<file path="config.mk">
export PLATFORM = sky130hd
export DESIGN_NAME = phase_error_meter
export DESIGN_NICKNAME = d
export VERILOG_FILES = /design/src/rtl/phase_pkg.sv /design/src/rtl/sat_counter.sv /design/src/rtl/phase_error_meter.sv
export SDC_FILE = /design/constraint.sdc
export NUM_CORES = 1
export LEC_CHECK = 0
export CAP_MARGIN = 20
export CORE_ASPECT_RATIO = 0.75
export CORE_UTILIZATION = 36
export CTS_CLUSTER_SIZE = 25
export DETAILED_ROUTE_END_ITERATION = 8
export MAX_ROUTING_LAYER = met4
export SLEW_MARGIN = 10
export SYNTH_ARGS = -nofsm -noshare
export SYNTH_HDL_FRONTEND = slang
export SYNTH_SLANG_ARGS = --single-unit
</file>
<file path="constraint.sdc">
create_clock -name clk -period 3.3 [get_ports clk]
set_input_delay 0.495 -clock clk [delete_from_list [all_inputs] [get_ports clk]]
set_output_delay 0.495 -clock clk [all_outputs]
set_load 0.05 [all_outputs]
</file>
<file path="src/rtl/phase_pkg.sv">
// Shared definitions for the phase error meter.
//   state_t       : measurement FSM states
//   CNT_W_DEF     : default counter / result width
//   AVG_LOG2_DEF  : default log2 of averaged window count
//   sat_max()     : all-ones value for a given width (saturation ceiling)
package phase_pkg;

    typedef enum logic {
        IDLE    = 1'b0,
        MEASURE = 1'b1
    } state_t;

    localparam int CNT_W_DEF    = 16;
    localparam int AVG_LOG2_DEF = 2;

    function automatic logic [63:0] sat_max(input int width);
        return (64'd1 << width) - 64'd1;
    endfunction

endpackage

</file>
<file path="src/rtl/sat_counter.sv">
// Saturating up-counter with synchronous load.
//   clk, reset_n : clock, async active-low reset (count clears to 0)
//   i_load       : load i_load_val this cycle (has priority over counting)
//   i_load_val   : value to load
//   i_en         : count up by one (held at the ceiling once reached)
//   o_cnt        : current count
//   o_sat        : count is at the ceiling 2^W-1
module sat_counter
    import phase_pkg::*;
#(
    parameter int W = CNT_W_DEF
) (
    input  logic         clk,
    input  logic         reset_n,
    input  logic         i_load,
    input  logic [W-1:0] i_load_val,
    input  logic         i_en,
    output logic [W-1:0] o_cnt,
    output logic         o_sat
);

    localparam logic [63:0]  MAX64 = sat_max(W);
    localparam logic [W-1:0] MAX   = MAX64[W-1:0];

    logic [W-1:0] r_cnt;

    always_ff @(posedge clk or negedge reset_n) begin
        if (!reset_n) begin
            r_cnt <= '0;
        end else if (i_load) begin
            r_cnt <= i_load_val;
        end else if (i_en && (r_cnt != MAX)) begin
            r_cnt <= r_cnt + W'(1);
        end
    end

    assign o_cnt = r_cnt;
    assign o_sat = (r_cnt == MAX);

endmodule

</file>
<file path="src/rtl/phase_error_meter.sv">
// Measures each reference period: cycles with pd_in high and total cycles,
// delivered over a one-entry valid/ready output register.
//   clk, reset_n  : clock, async active-low reset
//   ref_in        : reference; rising edges delimit windows
//   pd_in         : phase-difference pulse train (same register stage as ref_in)
//   out_ready     : consumer accepts the held result
//   err_valid     : result held
//   err_count     : pd_in-high cycles in the reported window(s)
//   period_count  : cycles in the reported window(s)
//   overflow      : a counter saturated in the reported window(s)
//   drop          : one-cycle pulse, a completed result was discarded
// Optional feature macro PHASE_ERR_AVG_EN: average 2^AVG_LOG2 windows per result.
//
// state   | meaning
// IDLE    | after reset, waiting for the first reference rise
// MEASURE | counting windows, each rise closes one and opens the next
module phase_error_meter
    import phase_pkg::*;
#(
    parameter int CNT_W    = CNT_W_DEF,
    parameter int AVG_LOG2 = AVG_LOG2_DEF
) (
    input  logic             clk,
    input  logic             reset_n,
    input  logic             ref_in,
    input  logic             pd_in,
    input  logic             out_ready,
    output logic             err_valid,
    output logic [CNT_W-1:0] err_count,
    output logic [CNT_W-1:0] period_count,
    output logic             overflow,
    output logic             drop
);

    state_t           r_state, w_state_next;
    logic             r_ref_q;
    logic             w_rise;
    logic             w_measure;
    logic             w_close;
    logic [CNT_W-1:0] w_hi_cnt, w_per_cnt;
    logic             w_hi_sat, w_per_sat;
    logic             r_sat;
    logic             w_win_ovf;

    logic             w_res_fire;
    logic [CNT_W-1:0] w_res_err, w_res_per;
    logic             w_res_ovf;

    logic             r_valid, r_ovf, r_drop;
    logic [CNT_W-1:0] r_err, r_per;

    assign w_rise = ref_in & ~r_ref_q;

    always_ff @(posedge clk or negedge reset_n) begin
        if (!reset_n) begin
            r_state <= IDLE;
            r_ref_q <= 1'b0;
        end else begin
            r_state <= w_state_next;
            r_ref_q <= ref_in;
        end
    end

    always_comb begin
        w_state_next = r_state;
        w_measure    = 1'b0;
        w_close      = 1'b0;
        case (r_state)
            IDLE: begin
                if (w_rise) w_state_next = MEASURE;
            end
            MEASURE: begin
                w_measure = 1'b1;
                w_close   = w_rise;
            end
            default: w_state_next = IDLE;
        endcase
    end

    // The rise cycle itself belongs to the new window, hence load 1 / pd_in.
    sat_counter #(.W(CNT_W)) u_hi_cnt (
        .clk        (clk),
        .reset_n    (reset_n),
        .i_load     (w_rise),
        .i_load_val (CNT_W'(pd_in)),
        .i_en       (w_measure & pd_in),
        .o_cnt      (w_hi_cnt),
        .o_sat      (w_hi_sat)
    );

    sat_counter #(.W(CNT_W)) u_per_cnt (
        .clk        (clk),
        .reset_n    (reset_n),
        .i_load     (w_rise),
        .i_load_val (CNT_W'(1)),
        .i_en       (w_measure),
        .o_cnt      (w_per_cnt),
        .o_sat      (w_per_sat)
    );

    always_ff @(posedge clk or negedge reset_n) begin
        if (!reset_n) begin
            r_sat <= 1'b0;
        end else if (w_rise) begin
            r_sat <= 1'b0;
        end else if (w_measure) begin
            r_sat <= r_sat | w_hi_sat | w_per_sat;
        end
    end

    // Include the live saturation flags so a counter that hits the ceiling
    // on the last cycle of the window is still reported.
    assign w_win_ovf = r_sat | w_hi_sat | w_per_sat;

`ifdef PHASE_ERR_AVG_EN
    localparam int ACC_W = CNT_W + AVG_LOG2;

    logic [ACC_W-1:0]    r_acc_hi, r_acc_per;
    logic [ACC_W-1:0]    w_sum_hi, w_sum_per;
    logic [AVG_LOG2-1:0] r_grp;
    logic                r_acc_ovf;
    logic                w_grp_last;

    assign w_sum_hi   = r_acc_hi + ACC_W'(w_hi_cnt);
    assign w_sum_per  = r_acc_per + ACC_W'(w_per_cnt);
    assign w_grp_last = (r_grp == '1);

    always_ff @(posedge clk or negedge reset_n) begin
        if (!reset_n) begin
            r_acc_hi  <= '0;
            r_acc_per <= '0;
            r_grp     <= '0;
            r_acc_ovf <= 1'b0;
        end else if (!w_measure) begin
            r_acc_hi  <= '0;
            r_acc_per <= '0;
            r_grp     <= '0;
            r_acc_ovf <= 1'b0;
        end else if (w_close) begin
            if (w_grp_last) begin
                r_acc_hi  <= '0;
                r_acc_per <= '0;
                r_grp     <= '0;
                r_acc_ovf <= 1'b0;
            end else begin
                r_acc_hi  <= w_sum_hi;
                r_acc_per <= w_sum_per;
                r_grp     <= r_grp + AVG_LOG2'(1);
                r_acc_ovf <= r_acc_ovf | w_win_ovf;
            end
        end
    end

    assign w_res_fire = w_close & w_grp_last;
    assign w_res_err  = w_sum_hi[ACC_W-1:AVG_LOG2];
    assign w_res_per  = w_sum_per[ACC_W-1:AVG_LOG2];
    assign w_res_ovf  = r_acc_ovf | w_win_ovf;
`else
    localparam int avg_log2_unused = AVG_LOG2;

    assign w_res_fire = w_close;
    assign w_res_err  = w_hi_cnt;
    assign w_res_per  = w_per_cnt;
    assign w_res_ovf  = w_win_ovf;
`endif

    // One-entry output register; a full register that is not being drained
    // discards the new result rather than overwriting the held one.
    always_ff @(posedge clk or negedge reset_n) begin
        if (!reset_n) begin
            r_valid <= 1'b0;
            r_err   <= '0;
            r_per   <= '0;
            r_ovf   <= 1'b0;
            r_drop  <= 1'b0;
        end else begin
            r_drop <= 1'b0;
            if (w_res_fire) begin
                if (!r_valid || out_ready) begin
                    r_valid <= 1'b1;
                    r_err   <= w_res_err;
                    r_per   <= w_res_per;
                    r_ovf   <= w_res_ovf;
                end else begin
                    r_drop <= 1'b1;
                end
            end else if (r_valid && out_ready) begin
                r_valid <= 1'b0;
                r_err   <= '0;
                r_per   <= '0;
                r_ovf   <= 1'b0;
            end
        end
    end

    assign err_valid    = r_valid;
    assign err_count    = r_err;
    assign period_count = r_per;
    assign overflow     = r_ovf;
    assign drop         = r_drop;

endmodule

</file>
==> results of run 1 <==
## cells in the final DEF, fill, tap and decap left out, types with 5 or more instances in the layout
master and n:
nand2_1 84, dfrtp_1 70, nand3_1 45, clkdlybuf4s50_1 38, a21oi_1 24, o31ai_1 15, or4_1 11, o21ai_0 11
buf_4 11, nand4_1 9, clkbuf_16 9, nor2_1 7, or3_1 7, inv_1 6, nor3_1 6, nand2b_1 5
and4_1 5, o41ai_1 5, mux2i_1 5, clkbuf_8 5
## cells by family after synthesis
group / after synthesis / synth area share
and+or+nand+nor: 193 / 0.284
AOI/OAI and AO/OA: 69 / 0.134
muxes: 5 / 0.0149
buffers and inverters: 27 / 0.0397
DFF: 70 / 0.520
adders and majority gates: 2 / 0.00743
## final timing paths
check,to,depth (start not counted)
min in group clk,err_count[0],2
min,err_count[5],1
min reg2reg,err_count[0],2
max in group asynchronous,err_count[10],2
max,period_count[5],6
max reg2reg,err_count[6],5
## metal layers
layer / share of wire / global-route usage / vias up
met1: 0.52 / 0.288 / 1331
met4: 0.012 / 0.0574 / 0
li1: - / - / 1413
met5: 0 / - / -
met2: 0.40 / 0.262 / 81
met3: 0.065 / 0.0530 / 9
## final cells by class
type                            instances  share of cell area
Sequential cell                        70               0.419
Multi-Input combinational cell        269               0.356
Tap cell                              128              0.0383
Inverter                                6             0.00538
Clock buffer                           14              0.0703
Timing Repair Buffer                   50               0.112
## flip-flops by register name, indices dropped and copies added, names as in the netlist
register,flops
err_valid,1
overflow,1
u_hi_cnt.o_cnt,16
period_count,16
r_state,1
err_count,16
r_sat,1
r_ref_q,1
u_per_cnt.o_cnt,16
drop,1
## power breakdown
part	switching [mW]	internal (mW)	total, mW
combinational	0.169	0.0802	0.249
sequential	0.0559	0.906	0.962
clock	0.341	0.603	0.943
total	0.566	1.59	2.15
## critical path, delay by kind of cell
| kind | cells | cell delay [ps] |
|---|---|---|
| buffers and inverters | 2 | 830 |
| AO/OA/AOI/OAI | 2 | 630 |
| AND/OR/NAND/NOR | 2 | 420 |
## stage by stage
stage	setup WS [ps]	instance area [um^2]	power, mW	hold WS, ps	std cells
floorplan	1440	3370	1.13	199	366
global placement	801	3890	1.22	455	523
detailed placement	755	3890	1.23	458	523
CTS	1110	4180	2.18	242	537
global route	948	4180	2.26	265	537
finish	1150	4180	2.15	221	537
==> reports/qor.txt, run 1 <==
DRC Markers -> 0
fmax -> 465 MHz
Max VDD drop -> 0.325 mV
clock sink count -> 70
cell leakage power -> 1.83 nW
Cell Pwr Density -> 515 nW/um^2
Synth area leaders -> dfrtp_1 52%, nand2_1 9.4%, nand3_1 6.7%
vias per cell -> 5.28
CTS tree -> yes
max-cap viol count -> 0
slowest cell on the critical path -> o21a_1
Die Y -> 85.8 um
syn_nets -> 373
area delta synth->final -> 24.2%
setup TNS -> 0 ps
DP HPWL -> 5570 um
critical path startpoint category -> primary input
number of synthesized flops with an enable pin -> 0
Mean Syn Cell Area -> 9.21 um^2
TritonCTS buffer count -> 9
final hold vios -> 0
Top FF cell, synth -> dfrtp_1
final worst-path cycle share -> 0.652
CP Max Fanout -> 23
hold bufs inserted after CTS -> 0
cts repair resizes -> 0
Initial Util -> 0.371
flop-to-flop setup slack -> 1230 ps
HP Class -> in2async
# Post-CTS Setup Buffers -> 0
vias in the first global route -> 2,761
Post-Synthesis Cells -> 366
worst-case clock buffer depth -> 2
GR Overflow Total -> 0
Yosys cell types -> 39
Layout fillers -> 902
Setup CP Type -> in2reg
Antenna diodes -> 0
Syn. warnings -> 0
root buffer cell -> clkbuf_16
share of layout cells above drive strength 1 -> 0.0758
Core Box Area -> 9080 um^2
Clk Latency, worst-skew pair -> 330 ps
IO Pins -> 40
CP required -> 3530 ps
Yosys top cell area share -> 0.520
Worst slew margin -> 0.510
commonest cells in the synthesized netlist -> 84 x nand2_1, 70 x dfrtp_1, 45 x nand3_1
count leader, synth -> nand2_1
area occupied by multi-input gates -> 1490 um^2
critical-path cell list -> clkdlybuf4s50_1, nand3b_1, o21a_1, buf_4, nand2_1, o31ai_1
Max Slew Vio Count -> 0
area of the die -> 9750 um^2
WL per Instance -> 15.2 um
GPL Wtd Cong -> 0.847
fin crit period -> 2150 ps
CTS H-Tree Depth -> 3
DRT antenna net count -> 0
Critical Path Start -> ref_in
synthesized area -> 3370 um^2
vias -> 2,834
Reg clk slew, reported paths -> 50 ps
largest net degree at the start of global routing -> 34
Die W -> 114 um
initial DRC count -> 180
RR Startpoint -> r_state
status -> finished, final reports clean
PortBufs -> 39
initial antenna violation count -> 0
crit path DAT -> 2380 ps
Crit. End Element -> register
std cell rows -> 30
RSZ-0062 raised after global routing -> false
GRT Total Usage -> 0.196
Synth async-reset ratio -> 1.00
Nets -> 413
fin util -> 0.461
Yosys top cell by area -> dfrtp_1
Initial DRT Pass Iterations -> 4
clock skew -> 5.97 ps
final WL -> 8140 um
crit-path max cell delay -> 560 ps
final setup violating endpoints -> 0
Synth Register Bits -> 70
register area -> 1750 um^2
first-pass GRT wire length -> 14,200 um
Seq/Total Area, Yosys -> 0.520
worst-margin pin slew -> 730 ps
Power figures use the tool's default switching activity.
==> run 2, diff against run 1 <==
clock period = 1.8 ns   (was 3.3 ns; I/O delays follow)
==> run 2 against run 1 <==
Against the previous run:
- the flow now finishes with violations (design-rule violations, negative setup slack)
- hold slack improved by 170 ps
- first-iteration DRC count up 0.56%
- count of clock-buffer cells in the layout is 3 lower
- power rose by 88%
- core utilization is 4.3 points higher
- critical endpoint is now u_per_cnt.o_cnt[10]
==> reports/qor.txt, run 2 (same netlist as run 1, synthesis figures left out) <==
Max Slew Vio Count -> 0
Antenna diodes -> 0
Cells after DPL -> 563
Core Box Area -> 9080 um^2
critical-path cell list -> ha_2, nand4_1, or3_4, or4_4, a21oi_2
worst-case clock buffer depth -> 2
CTS H-Tree Depth -> 3
Nets -> 464
IO Pins -> 40
Crit. End Element -> register
root buffer cell -> clkbuf_16
vias per cell -> 5.26
Die Y -> 85.8 um
area of the die -> 9750 um^2
max-cap viol count -> 0
GPL Wtd Cong -> 0.817
area delta synth->final -> 35.8%
vias in the first global route -> 3,041
final WL -> 8680 um
initial DRC count -> 181
DRT antenna net count -> 0
first-pass GRT wire length -> 14,700 um
clock sink count -> 70
DP HPWL -> 6180 um
critical path startpoint category -> register
CP Max Fanout -> 5
Cell Pwr Density -> 885 nW/um^2
Reg clk slew, reported paths -> 50 ps
HP Class -> in2async
final worst slack -> -56.4 ps
CP required -> 2060 ps
crit-path max cell delay -> 500 ps
status -> complete, but fails checks
Setup CP Type -> reg2reg
Initial Util -> 0.371
Worst slew margin -> 0.671
M3 GR Usage -> 0.0509
final worst-path cycle share -> 1.03
TritonCTS buffer count -> 9
fmax -> 539 MHz
worst-margin pin slew -> 492 ps
commonest non-fill, non-tap cell in the layout -> buf_4
fin crit period -> 1860 ps
initial antenna violation count -> 0
fin cells -> 590
PortBufs -> 39
cell leakage power -> 2.17 nW
largest net degree at the start of global routing -> 28
clock skew -> 5.37 ps
Clk Latency, worst-skew pair -> 330 ps
GR Layer Usage met2 -> 0.310
RSZ-0062 raised after global routing -> true
CTS tree -> yes
DRC Markers -> 2
GR Overflow Total -> 0
WL per Instance -> 14.7 um
busiest grt layer -> met2
r2r worst-path depth -> 5
most frequent cells in the layout -> 87 x buf_4, 84 x nand2_1, 69 x dfrtp_1
final setup violating endpoints -> 4
violated checks -> design-rule violations, negative setup slack
slowest cell on the critical path -> or4_4
Pwr Total -> 4.05 mW
Die W -> 114 um
share of layout cells above drive strength 1 -> 0.264
GRT Total Usage -> 0.202
met1 global-route usage -> 0.261
final hold vios -> 0
vias -> 3,101
crit path DAT -> 2120 ps
Initial DRT Pass Iterations -> 6
std cell rows -> 30
Max VDD drop -> 0.568 mV
## run 2: cell count changes in the layout (fill, tap and decap cells not counted), moves of 4 or more
cell | before | now
clkdlybuf4s50_1 | 38 | 8
clkinv_2 | 0 | 4
buf_4 | 11 | 87
clkbuf_8 | 5 | 0
## run 2: per-stage QoR
step	setup TNS [ps]	setup slack [ps]	hold WS (ps)	instance area (um^2)	utilization
after floorplan	-40.8	-40.8	-25.6	3370	-
after global placement	-328	-107	208	4160	0.457
after detailed placement	-530	-107	213	4160	0.457
after CTS	0	3.24	394	4480	0.493
after global routing	-581	-141	418	4580	0.504
final	-91.1	-56.4	393	4580	0.504
## run 2: what timing repair did
item | CTS | global route
cloned | 0 | 1
endpoints found under the hold margin | 13 | 0
endpoints found under the setup margin | 2 | 22
hold buffers | 1 | 0
pin swaps | 0 | 5
setup buffers | 3 | 6
resized for setup | 2 | 17
## run 2: worst max-delay path: cells and delay by family (launching register included)
family	cells	cell delay (ps)
and+or+nand+nor	3	1080
DFF	1	360
adders and majority gates	1	190
AOI/OAI and AO/OA	1	150
## run 2: layout make-up
| cell class | instances | area (um^2) |
|---|---|---|
| clock buffers | 11 | 233 |
| well taps | 128 | 160 |
| repair buffers | 101 | 813 |
| fillers | 883 | 4510 |
| clock inverters | 5 | 50.0 |
| multi-input cells | 269 | 1550 |
| inverters | 6 | 22.5 |
| flip-flops and latches | 70 | 1750 |
## run 2: per-layer routing
layer | share of wire | wire, um
met1 | 0.48 | 4130
met2 | 0.48 | 4130
met4 | 0.0092 | 80
met3 | 0.040 | 343
met5 | 0 | 0
## run 2: report_power, final
part	internal [mW]	total [mW]	switching [mW]
Clock	1.06	1.70	0.636
Combinational	0.248	0.615	0.366
Sequential	1.66	1.74	0.0775
Total	2.97	4.05	1.08
## run 2: final timing paths
| kind | from | to | slack (ps) |
|---|---|---|---|
| min in group clk | err_count[6] | err_count[6] | 460 |
| worst max-delay path | u_per_cnt.o_cnt[1] | u_per_cnt.o_cnt[10] | -60 |
| worst max register to register | u_per_cnt.o_cnt[1] | u_per_cnt.o_cnt[10] | -60 |
| max in group asynchronous | reset_n | period_count[6] | 840 |
| worst min-delay path | reset_n | u_hi_cnt.o_cnt[13] | 390 |
| worst min register to register | err_count[6] | err_count[6] | 460 |
